`src/rtl/program_loader_pkg.sv`:
```
// Shared types and constants for the boot-time instruction-memory loader.
package loader_pkg;

    localparam int BYTES_PER_WORD = 4;
    localparam int HDR_BYTES      = 2;
    localparam int COUNT_W        = 16;

    typedef enum logic [2:0] {
        IDLE,
        HDR_LO,
        HDR_HI,
        DATA,
        WRITE,
        CHK,
        DONE,
        ERROR
    } state_t;

    function automatic logic accepts_byte(state_t s);
        return s inside {HDR_LO, HDR_HI, DATA, CHK};
    endfunction

endpackage

```
`src/rtl/program_loader_if.sv`:
```
// Byte-stream input and instruction-memory write port of the program loader.
interface program_loader_if #(
    parameter int ADDR_W = 64
);
    logic              in_valid;
    logic [7:0]        in_data;
    logic              in_ready;
    logic              imem_we;
    logic [ADDR_W-1:0] imem_addr;
    logic [31:0]       imem_wdata;

    modport slave (
        input  in_valid,
        input  in_data,
        output in_ready,
        output imem_we,
        output imem_addr,
        output imem_wdata
    );

    modport master (
        output in_valid,
        output in_data,
        input  in_ready,
        input  imem_we,
        input  imem_addr,
        input  imem_wdata
    );
endinterface

```
`src/rtl/program_loader_word_assembler.sv`:
```
// Packs accepted bytes little-endian into a 32-bit instruction word.
module loader_word_assembler (
    input  logic        clk,
    input  logic        reset_n,
    input  logic        accept_i,
    input  logic [7:0]  byte_i,
    input  logic        clear_i,
    output logic [31:0] word_o,
    output logic        word_full_o
);
    logic [1:0]  idx_q, idx_d;
    logic [31:0] word_q, word_d;

    always_comb begin
        idx_d  = idx_q;
        word_d = word_q;
        if (clear_i) begin
            idx_d  = '0;
            word_d = '0;
        end else if (accept_i) begin
            word_d[{idx_q, 3'b000} +: 8] = byte_i;
            idx_d                        = idx_q + 2'd1;
        end
    end

    always_ff @(posedge clk or negedge reset_n) begin
        if (!reset_n) begin
            idx_q  <= '0;
            word_q <= '0;
        end else begin
            idx_q  <= idx_d;
            word_q <= word_d;
        end
    end

    assign word_o      = word_q;
    assign word_full_o = accept_i && !clear_i && (idx_q == 2'd3);

endmodule

```
`src/rtl/program_loader.sv`:
```
// Boot loader: header word count, then little-endian words written to imem; holds cpu_reset until loaded.
// Optional trailing XOR checksum byte when PROGRAM_LOADER_CHECKSUM_EN is defined.
//
//  state  | meaning
//  IDLE   | one cycle after reset, then header
//  HDR_LO | waiting for count[7:0]
//  HDR_HI | waiting for count[15:8], decides DONE/ERROR/DATA
//  DATA   | collecting the four bytes of the next word
//  WRITE  | one-cycle imem write strobe
//  CHK    | waiting for the checksum byte (checksum build only)
//  DONE   | image loaded, core released
//  ERROR  | load aborted, core held
module program_loader
    import loader_pkg::*;
#(
    parameter int                ADDR_W    = 64,
    parameter logic [ADDR_W-1:0] BASE_ADDR = '0,
    parameter int                MAX_WORDS = 1024
) (
    input  logic               clk,
    input  logic               reset_n,
    input  logic               start,
    program_loader_if.slave    bus,
    output logic               cpu_reset,
    output logic               done,
    output logic               err,
    output logic [COUNT_W-1:0] words_loaded
);
    localparam int HDR_BITS = 8 * HDR_BYTES;

`ifdef PROGRAM_LOADER_CHECKSUM_EN
    localparam state_t AFTER_DATA = CHK;
`else
    localparam state_t AFTER_DATA = DONE;
`endif

    state_t               state_q, state_d;
    logic [7:0]           cnt_lo_q, cnt_lo_d;
    logic [COUNT_W-1:0]   count_q, count_d;
    logic [COUNT_W-1:0]   words_q, words_d;
    logic                 cpu_reset_q, cpu_reset_d;
    logic                 done_q, done_d;
    logic                 err_q, err_d;
`ifdef PROGRAM_LOADER_CHECKSUM_EN
    logic [7:0]           csum_q, csum_d;
`endif

    logic                 xfer;
    logic                 rearm;
    logic                 asm_accept;
    logic                 asm_clear;
    logic                 word_full;
    logic [31:0]          asm_word;
    logic [HDR_BITS-1:0]  hdr_count;

    assign bus.in_ready = accepts_byte(state_q);
    assign xfer         = bus.in_valid && bus.in_ready;
    assign asm_accept   = xfer && (state_q == DATA);
    assign hdr_count    = {bus.in_data, cnt_lo_q};
    assign rearm        = start && ((state_q == DONE) || (state_q == ERROR));

    loader_word_assembler u_asm (
        .clk        (clk),
        .reset_n    (reset_n),
        .accept_i   (asm_accept),
        .byte_i     (bus.in_data),
        .clear_i    (asm_clear),
        .word_o     (asm_word),
        .word_full_o(word_full)
    );

    // The word index and words_loaded always advance together, so one counter serves both.
    assign bus.imem_we    = (state_q == WRITE);
    assign bus.imem_addr  = BASE_ADDR + ADDR_W'(words_q) * ADDR_W'(BYTES_PER_WORD);
    assign bus.imem_wdata = (state_q == WRITE) ? asm_word : '0;

    always_comb begin
        state_d     = state_q;
        cnt_lo_d    = cnt_lo_q;
        count_d     = count_q;
        words_d     = words_q;
        cpu_reset_d = cpu_reset_q;
        done_d      = done_q;
        err_d       = err_q;
        asm_clear   = 1'b0;
`ifdef PROGRAM_LOADER_CHECKSUM_EN
        csum_d      = csum_q;
`endif
        case (state_q)
            IDLE: state_d = HDR_LO;
            HDR_LO: begin
                if (xfer) begin
                    cnt_lo_d = bus.in_data;
                    state_d  = HDR_HI;
                end
            end
            HDR_HI: begin
                if (xfer) begin
                    count_d = hdr_count;
                    if (hdr_count == '0)
                        state_d = AFTER_DATA;
                    else if (32'(hdr_count) > 32'(MAX_WORDS))
                        state_d = ERROR;
                    else
                        state_d = DATA;
                end
            end
            DATA: begin
`ifdef PROGRAM_LOADER_CHECKSUM_EN
                if (xfer)
                    csum_d = csum_q ^ bus.in_data;
`endif
                if (word_full)
                    state_d = WRITE;
            end
            WRITE: begin
                words_d = words_q + COUNT_W'(1);
                state_d = (words_d == count_q) ? AFTER_DATA : DATA;
            end
`ifdef PROGRAM_LOADER_CHECKSUM_EN
            CHK: begin
                if (xfer)
                    state_d = (bus.in_data == csum_q) ? DONE : ERROR;
            end
`endif
            DONE: begin
                done_d      = 1'b1;
                cpu_reset_d = 1'b0;
            end
            ERROR: begin
                err_d       = 1'b1;
                done_d      = 1'b0;
                cpu_reset_d = 1'b1;
            end
            default: state_d = IDLE;
        endcase

        if (rearm) begin
            state_d     = HDR_LO;
            words_d     = '0;
            done_d      = 1'b0;
            err_d       = 1'b0;
            cpu_reset_d = 1'b1;
            asm_clear   = 1'b1;
`ifdef PROGRAM_LOADER_CHECKSUM_EN
            csum_d      = '0;
`endif
        end
    end

    always_ff @(posedge clk or negedge reset_n) begin
        if (!reset_n) begin
            state_q     <= IDLE;
            cnt_lo_q    <= '0;
            count_q     <= '0;
            words_q     <= '0;
            cpu_reset_q <= 1'b1;
            done_q      <= 1'b0;
            err_q       <= 1'b0;
`ifdef PROGRAM_LOADER_CHECKSUM_EN
            csum_q      <= '0;
`endif
        end else begin
            state_q     <= state_d;
            cnt_lo_q    <= cnt_lo_d;
            count_q     <= count_d;
            words_q     <= words_d;
            cpu_reset_q <= cpu_reset_d;
            done_q      <= done_d;
            err_q       <= err_d;
`ifdef PROGRAM_LOADER_CHECKSUM_EN
            csum_q      <= csum_d;
`endif
        end
    end

    assign cpu_reset    = cpu_reset_q;
    assign done         = done_q;
    assign err          = err_q;
    assign words_loaded = words_q;

endmodule
```
`src/flat_wrapper.sv`:
```
// flat-port wrapper written by rule: the top's interface ports become plain ports
module program_loader_flat import loader_pkg::*;
#(
    parameter int                ADDR_W    = 64,
    parameter logic [ADDR_W-1:0] BASE_ADDR = '0,
    parameter int                MAX_WORDS = 1024
)
  (clk, reset_n, start, cpu_reset, done, err, words_loaded, bus_in_valid, bus_in_data, bus_in_ready, bus_imem_we, bus_imem_addr, bus_imem_wdata);
  program_loader_if #(.ADDR_W(ADDR_W)) bus_i ();
  input  logic clk;
  input  logic reset_n;
  input  logic start;
  output logic cpu_reset;
  output logic done;
  output logic err;
  output logic [COUNT_W-1:0] words_loaded;
  input wire logic [$bits(bus_i.in_valid)-1:0] bus_in_valid;
  input wire logic [$bits(bus_i.in_data)-1:0] bus_in_data;
  output wire logic [$bits(bus_i.in_ready)-1:0] bus_in_ready;
  output wire logic [$bits(bus_i.imem_we)-1:0] bus_imem_we;
  output wire logic [$bits(bus_i.imem_addr)-1:0] bus_imem_addr;
  output wire logic [$bits(bus_i.imem_wdata)-1:0] bus_imem_wdata;
  assign bus_i.in_valid = bus_in_valid;
  assign bus_i.in_data = bus_in_data;
  assign bus_in_ready = bus_i.in_ready;
  assign bus_imem_we = bus_i.imem_we;
  assign bus_imem_addr = bus_i.imem_addr;
  assign bus_imem_wdata = bus_i.imem_wdata;
  program_loader #(.ADDR_W(ADDR_W), .BASE_ADDR(BASE_ADDR), .MAX_WORDS(MAX_WORDS)) u_core (.clk(clk), .reset_n(reset_n), .start(start), .bus(bus_i), .cpu_reset(cpu_reset), .done(done), .err(err), .words_loaded(words_loaded));
endmodule
```
`config.mk`:
```
export PLATFORM = sky130hd
export DESIGN_NAME = program_loader_flat
export DESIGN_NICKNAME = d
export VERILOG_FILES = /design/src/rtl/program_loader_pkg.sv /design/src/rtl/program_loader_if.sv /design/src/rtl/program_loader_word_assembler.sv /design/src/rtl/program_loader.sv /design/src/flat_wrapper.sv
export SDC_FILE = /design/constraint.sdc
export NUM_CORES = 1
export LEC_CHECK = 0
export ABC_AREA = 0
export CAP_MARGIN = 10
export CORE_AREA = 2 2 153 110
export DETAILED_ROUTE_END_ITERATION = 10
export DIE_AREA = 0 0 155 112
export MAX_ROUTING_LAYER = met4
export PLACE_DENSITY_LB_ADDON = 0.3
export SYNTH_ARGS = -nofsm -noshare
export SYNTH_HDL_FRONTEND = slang
export SYNTH_SLANG_ARGS = --single-unit
```
`constraint.sdc`:
```
create_clock -name clk -period 3.2 [get_ports clk]
set_input_delay 0.64 -clock clk [delete_from_list [all_inputs] [get_ports clk]]
set_output_delay 0.64 -clock clk [all_outputs]
set_load 0.03 [all_outputs]
```
; After elaboration in Yosys (flattened, before gate mapping)
; Index checks and enable logic that the tools add are counted.
[totals]
ff_bits = 80
inputBits = 12
output_inout_bits = 117
wordCells = 69
[classes]
addsub = 3
magnitude_cmp = 1
n_eq_ne = 13
n_shift = 2
mux = 23
n_reduce_logical = 18
[op_table]
columns = cell, count
row1 = 32-bit two-way mux, 3
row2 = 32-bit bitwise mux, 1
row3 = 16-bit two-way mux, 2
row4 = "8-bit by 7-bit variable shift with 32-bit output, first input constant", 1
row5 = 8-bit by 7-bit variable part select with 32-bit output, 1
row6 = 3-bit two-way mux, 7
row7 = 3-bit case mux with 6 select lines, 1
row8 = "16-bit by 1-bit adder with 16-bit output, second input constant", 1
row9 = 16-bit == test, 1
row10 = "16-bit by 11-bit > comparator with 1-bit output, second input constant", 1
row11 = 16-bit zero test, 1
row12 = "3-bit == test, second input constant", 4
row13 = 5-bit negator with 7-bit output, 1
row14 = "3-bit by 2-bit == test with 1-bit output, second input constant", 2
row15 = "3-bit by 1-bit inequality test with 1-bit output, second input constant", 2
row16 = 2-bit nonzero test, 3
row17 = 1-bit logical AND, 5
row18 = 1-bit two-way mux, 5
row19 = 2-bit two-way mux, 2
row20 = 1-bit case mux with 2 select lines, 2
row21 = 2-bit AND reduction, 2
row22 = 4-bit AND reduction, 1
row23 = 4-bit nonzero test, 1
row24 = "3-bit by 1-bit == test with 1-bit output, second input constant", 1
row25 = other kinds (9), 9

; Logic depth before layout (Yosys ltp)
; Gate-level depths: netlist (run 1).
[logic_depth]
ltp_word = 10
mapped_depth = 8
depth_no_buf = 7

; By module
; From an unflattened synthesis (run 1), not the netlist that was laid out.
[hier_totals]
hier_cells = 495
area_unflattened_um2 = 4934.7
[modules_own_cells]
columns = mod, n_inst, cells_per_inst, area_each_um2, seq_area_each_um2
row1 = program_loader, 1, 357, 3306.9, 1152.4
row2 = loader_word_assembler, 1, 138, 1627.8, 850.8

; Worst setup path after synthesis (run 1)
; No wires, ideal clock.
[synth_path]
path_type = flip-flop to flip-flop
from = register u_core.words_q[0], in the netlist u_core.words_loaded[0]
to = register u_core.state_q[0]
setup_time_ps = 118
arrival_time_ps = 2083
required_ps = 3082
path_slack_ps = 999
path_stages_with_launch = 8
n_path_buf = 0
period_less_slack_ps = 2201
path_cell_list = dfrtp_1 ha_1 nand4_1 or4_1 o21a_1 a21oi_1 nand4_1 a21o_1
[synth_via]
elab_chain_cells = 5
[synth_lines]
columns = item, line
row1 = start: declaration, program_loader.sv:40  ; logic [COUNT_W-1:0] words_q, words_d;
row2 = start signal: assignment, program_loader.sv:167  ; words_q <= words_d;
row3 = 16-bit by 1-bit adder with 16-bit output, program_loader.sv:117  ; words_d = words_q + COUNT_W'(1);
row4 = 16-bit == test, program_loader.sv:118  ; state_d = (words_d == count_q) ? AFTER_DATA : DATA;
row5 = 3-bit two-way mux, program_loader.sv:118
row6 = 3-bit case mux with 6 select lines, program_loader.sv:89  ; case (state_q)
row7 = 3-bit two-way mux, program_loader.sv:138  ; if (rearm) begin
row8 = end signal: assignment, program_loader.sv:164  ; state_q <= state_d;
row9 = end: declaration, program_loader.sv:37  ; state_t state_q, state_d;
; Every way passes these cells.
; A chain may end at the register's enable or synchronous reset.

; Final worst setup path (run 1)
[layout_path]
from = register u_core.state_q[1]
to = output bus_in_ready
[layout_via]
elab_chain_cells = 2
word_cells_on_any_way = 5
cone_classes = eq/ne: 4 / reduce/logical: 1
[layout_lines]
columns = item, line
row1 = 3-bit by 1-bit == test with 1-bit output (tied with other cells), program_loader_pkg.sv:20  ; return s inside {HDR_LO, HDR_HI, DATA, CHK};
row2 = 4-bit nonzero test *, program_loader_pkg.sv:20
row3 = end: declaration, flat_wrapper.sv:19  ; output wire logic [$bits(bus_i.in_ready)-1:0] bus_in_ready;
; Mark *: on every way between the ends. The rest lies on a longest branch, timed or not.

==> out/metrics.yaml, run 1 <==
clkLatencyLatePin_ns: 0.34
numPortBuffers: 80
finalSetupViolations: 0
cts_made_buffers: 9
tightest_slew_ns: 1.05
hold_viol_final: 0
synth_warnings: 0
yosys.area.top_type: "dfrtp_1"
wire_per_inst_um: 16.4
clock-sinks: 80
ant_nets: 0
drc: 0
synth_ff_type: "dfrtp_1"
synth-seq-cells: 80
overflow: 0
fmax_ghz: 0.383
crit_path_end_kind: "primary output"
wirelength_um: 12200
status: "completed"
synth_top_area_share_pct: 42.0
power_mw: 5.41
critical_path_class: "reg2out"
rsz0062_at_grt: "false"
relSlewSlack_pct: 30.1
netlist_instances: 472
synthTopCellsByArea: "dfrtp_1 (42%), buf_4 (11%), and3_1 (4.7%)"
dr_total_vias: 3583
worst_ir_drop_vdd_mv: 0.321
ios: 129
num_rows: 39
ys_async_sr_fraction_pct: 100
synth.avg_cell_area_um2: 9.98
hpwlAfterDp_um: 8930
final_common_cell: "dfrtp_1"
ctsResizeCount: 0
gp_congestion: 0.855
powerDensity_nw_per_um2: 949
die_y_um: 112
fin_crit_sh_pct: 81.5
htree_num_levels: 3
cts_tree: "built"
cts_hold_buf: 0
ys_seq_area_share_pct: 42.5
cts_buffer_depth: 2
grtUsageTotal_pct: 14.7
routed_via_density: 4.79
start_kind: "register"
worst_hold_path_type: "in2async"
slew_violations: 0
diodes: 0
post_route_cells_drive_above_1_share_pct: 19.0
drtIter0Drc: 197
syn2layout_area_growth_pct: 21.1
antenna_found_initial: 0
drt_pre_antenna_iters: 4
ys_types: 61
clock_skew_ns: 0.00575
initial_utilization_pct: 29.5
tns_ns: 0
synth_edf_count: 0
first_global_vias: 3478
leakage_nw: 2.58
required_ns: 2.56
fin_crit_ns: 2.61
root_buffer: "clkbuf_16"
grt_max_degree: 81
die_w_um: 155
grt_first_pass_wirelength_um: 19200
post-cts-setup-buffers: 0
final_cell_mix: "dfrtp_1 (79), conb_1 (48), clkdlybuf4s50_1 (46), buf_4 (46), nand2_1 (36)"
dieArea_um2: 17400
core_area_um2: 16000
synthesis.area_um2: 4710
crit_path_max_fanout: 15
nets: 556
clk_pin_slew_worst_paths_ns: 0.06
arrival_ns: 1.97
max-cap-violations: 0
[final timing paths]
kind	start	cells after the start	to	slack (ns)
min	reset_n	1	u_core.words_loaded[11]$_DFFE_PN0P_	0.46
min reg2reg	u_core.u_asm.word_o[7]$_DFFE_PN0P_	2	u_core.u_asm.word_o[7]$_DFFE_PN0P_	0.48
max in group asynchronous	reset_n	1	u_core.count_q[2]$_DFFE_PN0P_	2.08
max reg2reg	u_core.words_loaded[0]$_DFFE_PN0P_	7	u_core.state_q[0]$_DFFE_PN0P_	0.72
min in group clk	u_core.u_asm.word_o[7]$_DFFE_PN0P_	2	u_core.u_asm.word_o[7]$_DFFE_PN0P_	0.48
max	u_core.state_q[1]$_DFFE_PN0P_	3	bus_in_ready	0.59
[state kept, by name, summed over array words and instances, names as in the netlist, 2 cells and up]
| name | cells |
|---|---|
| u_core.u_asm.idx_q | 2 |
| u_core.count_q | 16 |
| u_core.u_asm.word_o | 32 |
| u_core.state_q | 3 |
| u_core.cnt_lo_q | 8 |
| u_core.words_loaded | 16 |
[Yosys cell counts (all sizes together) (2+ instances only)]
cell type  count
dfrtp         79
buf           75
and3          37
nand2         36
o21ai         34
mux2          26
nor2          24
a22o          23
xnor2         15
a21oi         12
clkbuf        12
inv            8
nand3          8
nor3           8
and4           7
ha             6
xor2           6
nand2b         5
nand4          5
o31ai          5
a31oi          4
or3            4
and2           3
nor3b          3
nor4           2
nor4b          2
o211ai         2
o21a           2
o41ai          2
or4            2
[critical path, stage by stage, from the launching register on]
cell and delay [ns]:
dfrtp_1 0.61, nand2b_1 0.23, nand2_1 0.12, clkdlybuf4s50_1 0.67
[cell families after synthesis]
group	count (synthesis)	synth area share [%]
buffers and inverters	95	13.5
AO/OA/AOI/OAI	93	13.5
XOR/XNOR	21	3.91
adder cells (fa/ha/maj)	6	1.59
other	1	0.0796
flip-flops	80	42.5
multiplexers	27	6.51
AND/OR/NAND/NOR	149	18.4
[layer usage]
layer | share of wire (%) | global-route usage [%] | wire, um | vias to the layer above
met5 | 0 | - | 0 | -
met4 | 1.2 | 3.64 | 144 | 0
met3 | 5.6 | 3.74 | 689 | 14
met2 | 45 | 21.2 | 5470 | 105
met1 | 48 | 20.7 | 5930 | 1753
li1 | - | - | - | 1711
[final cells by class]
type | instances | area, um2
flip-flops and latches | 80 | 2000
repair buffers | 95 | 866
clock buffers | 10 | 229
well taps | 205 | 256
inverters | 8 | 30.0
multi-input cells | 344 | 2250
clock inverters | 6 | 70.1
fillers | 1585 | 10300
[through the flow]
step | cell area (um2) | hold WS (ns) | cells | util (%) | setup WS, ns
2_1_floorplan | 4880 | 0.344 | 519 | - | 0.999
3_3_place_gp | 5400 | 0.469 | 732 | 33.9 | 0.530
3_5_place_dp | 5400 | 0.475 | 732 | 33.9 | 0.447
4_1_cts | 5700 | 0.486 | 748 | 35.7 | 0.595
5_1_grt | 5700 | 0.505 | 748 | 35.7 | 0.505
6_report | 5700 | 0.458 | 748 | 35.7 | 0.591
[where the power goes]
part	internal [mW]	switching, mW	total [mW]
logic	1.05	1.40	2.45
clock network	0.607	0.419	1.03
registers	1.42	0.510	1.93
Power figures use the tool's default switching activity.
==> run 2: changes to the inputs <==
- clock period: 3.2 -> 2.4 ns (I/O delays scaled with it)
==> out/metrics.yaml, run 2 (same netlist as run 1, synthesis figures left out) <==
dieArea_um2: 17400
fin_crit_sh_pct: 94.7
arrival_ns: 1.79
clkLatencyLatePin_ns: 0.35
ant_nets: 0
cpMostUsedCell: "buf_4"
clk_pin_slew_worst_paths_ns: 0.06
numPortBuffers: 80
final_cell_mix: "dfrtp_1 (79), buf_4 (59), conb_1 (48)"
crit_path_end_kind: "primary output"
initial_utilization_pct: 29.5
worst_ir_drop_vdd_mv: 0.419
dp_cells: 747
nets: 571
cpMaxStageDelayCell: "dfrtp_1"
slew_violations: 0
cts_tree: "built"
instances_no_fill: 763
htree_num_levels: 3
largest_reg_flops: 32
drtIter0Drc: 193
clock_skew_ns: 0.00840
cts_made_buffers: 9
start_kind: "register"
crit_chain: "buf_4 -> nor2_1 -> buf_6 -> and3_1 -> buf_4"
required_ns: 1.92
post_route_cells_drive_above_1_share_pct: 21.3
rsz0062_at_grt: "false"
grt_first_pass_wirelength_um: 19900
ios: 129
grtUsageTotal_pct: 15.1
powerDensity_nw_per_um2: 1270
syn2layout_area_growth_pct: 24.1
die_y_um: 112
gp_congestion: 0.842
fin_crit_ns: 2.27
die_w_um: 155
clock-sinks: 80
routed_via_density: 4.80
regArea_um2: 2000
worstPathBufferInverterCount: 3
worst_hold_path_type: "in2async"
num_rows: 39
relSlewSlack_pct: 30.2
finalSetupViolations: 0
drc: 0
status: "completed"
first_global_vias: 3537
hold_viol_final: 0
tightest_slew_ns: 1.05
slowest_delay_ns: 0.45
fin_util_pct: 36.6
dr_total_vias: 3662
crit_family: "buffers and inverters"
fmax_ghz: 0.440
diodes: 0
cts_buffer_depth: 2
grt_max_degree: 46
wirelength_um: 12500
critical_path_class: "reg2out"
drt_pre_antenna_iters: 6
wire_per_inst_um: 16.3
preCtsSetupSlack_ns: -0.0634
max-cap-violations: 0
hpwlAfterDp_um: 9020
multiInputGateArea_um2: 2250
fillers: 1546
final_common_cell: "dfrtp_1"
root_buffer: "clkbuf_16"
core_area_um2: 16000
crit_path_max_fanout: 33
overflow: 0
leakage_nw: 2.67
antenna_found_initial: 0
power_mw: 7.40
setup_slack_ns: 0.126
## run 2: worst reg2reg max path: cells and delay by family (launching register included)
kind	cells	cell delay, ns
simple gates	3	0.95
compound gates	3	0.49
flops	1	0.38
fa+ha+maj	1	0.29
## run 2: layout make-up
class                           count  area share (%)
Clock inverter                      7            1.52
Inverter                            8           0.514
Timing Repair Buffer              110            17.0
Sequential cell                    80            34.3
Tap cell                          205            4.39
Clock buffer                        9            3.85
Multi-Input combinational cell    344            38.4
## run 2: report_power, final
group / total [mW] / internal (mW) / switching (mW) / leakage [nW]
Clock: 1.43 / 0.825 / 0.606 / 0.149
Combinational: 3.48 / 1.49 / 1.98 / 1.48
Sequential: 2.49 / 1.90 / 0.592 / 1.04
## run 2: stage by stage
step	TNS (ns)	hold WS (ns)	instance area, um2
global placement	0	0.461	5530
CTS	0	0.124	5840
finish	0	0.106	5840
detailed placement	-0.222	0.466	5530
global route	0	0.145	5840
floorplan	0	0.184	4880
## run 2: final timing paths
kind	cells past startpoint	end	slack, ns	startpoint
setup / recovery	5	bus_imem_wdata[13]	0.13	u_core.state_q[1]$_DFFE_PN0P_
hold / removal	1	u_core.words_loaded[12]$_DFFE_PN0P_	0.11	reset_n
setup reg to reg	7	u_core.state_q[0]$_DFFE_PN0P_	0.18	u_core.words_loaded[0]$_DFFE_PN0P_
hold reg to reg	2	u_core.u_asm.word_o[31]$_DFFE_PN0P_	0.48	u_core.u_asm.word_o[31]$_DFFE_PN0P_
max in group asynchronous	2	u_core.u_asm.word_o[12]$_DFFE_PN0P_	1.70	reset_n
min in group clk	2	u_core.u_asm.word_o[31]$_DFFE_PN0P_	0.48	u_core.u_asm.word_o[31]$_DFFE_PN0P_
## run 2: repair_timing
item	in CTS	in global routing
hold buffers	0	0
setup buffers	0	0
setup endpoints to repair	0	18
endpoints found under the hold margin	0	0
gates resized for setup	0	1
## run 2: metal layers
metal	vias up	global-route usage (%)	part of all wire [%]
met4	0	3.64	0.73
met5	-	-	0
met2	94	21.7	46
li1	1727	-	-
met3	8	2.92	3.8
met1	1833	21.8	49
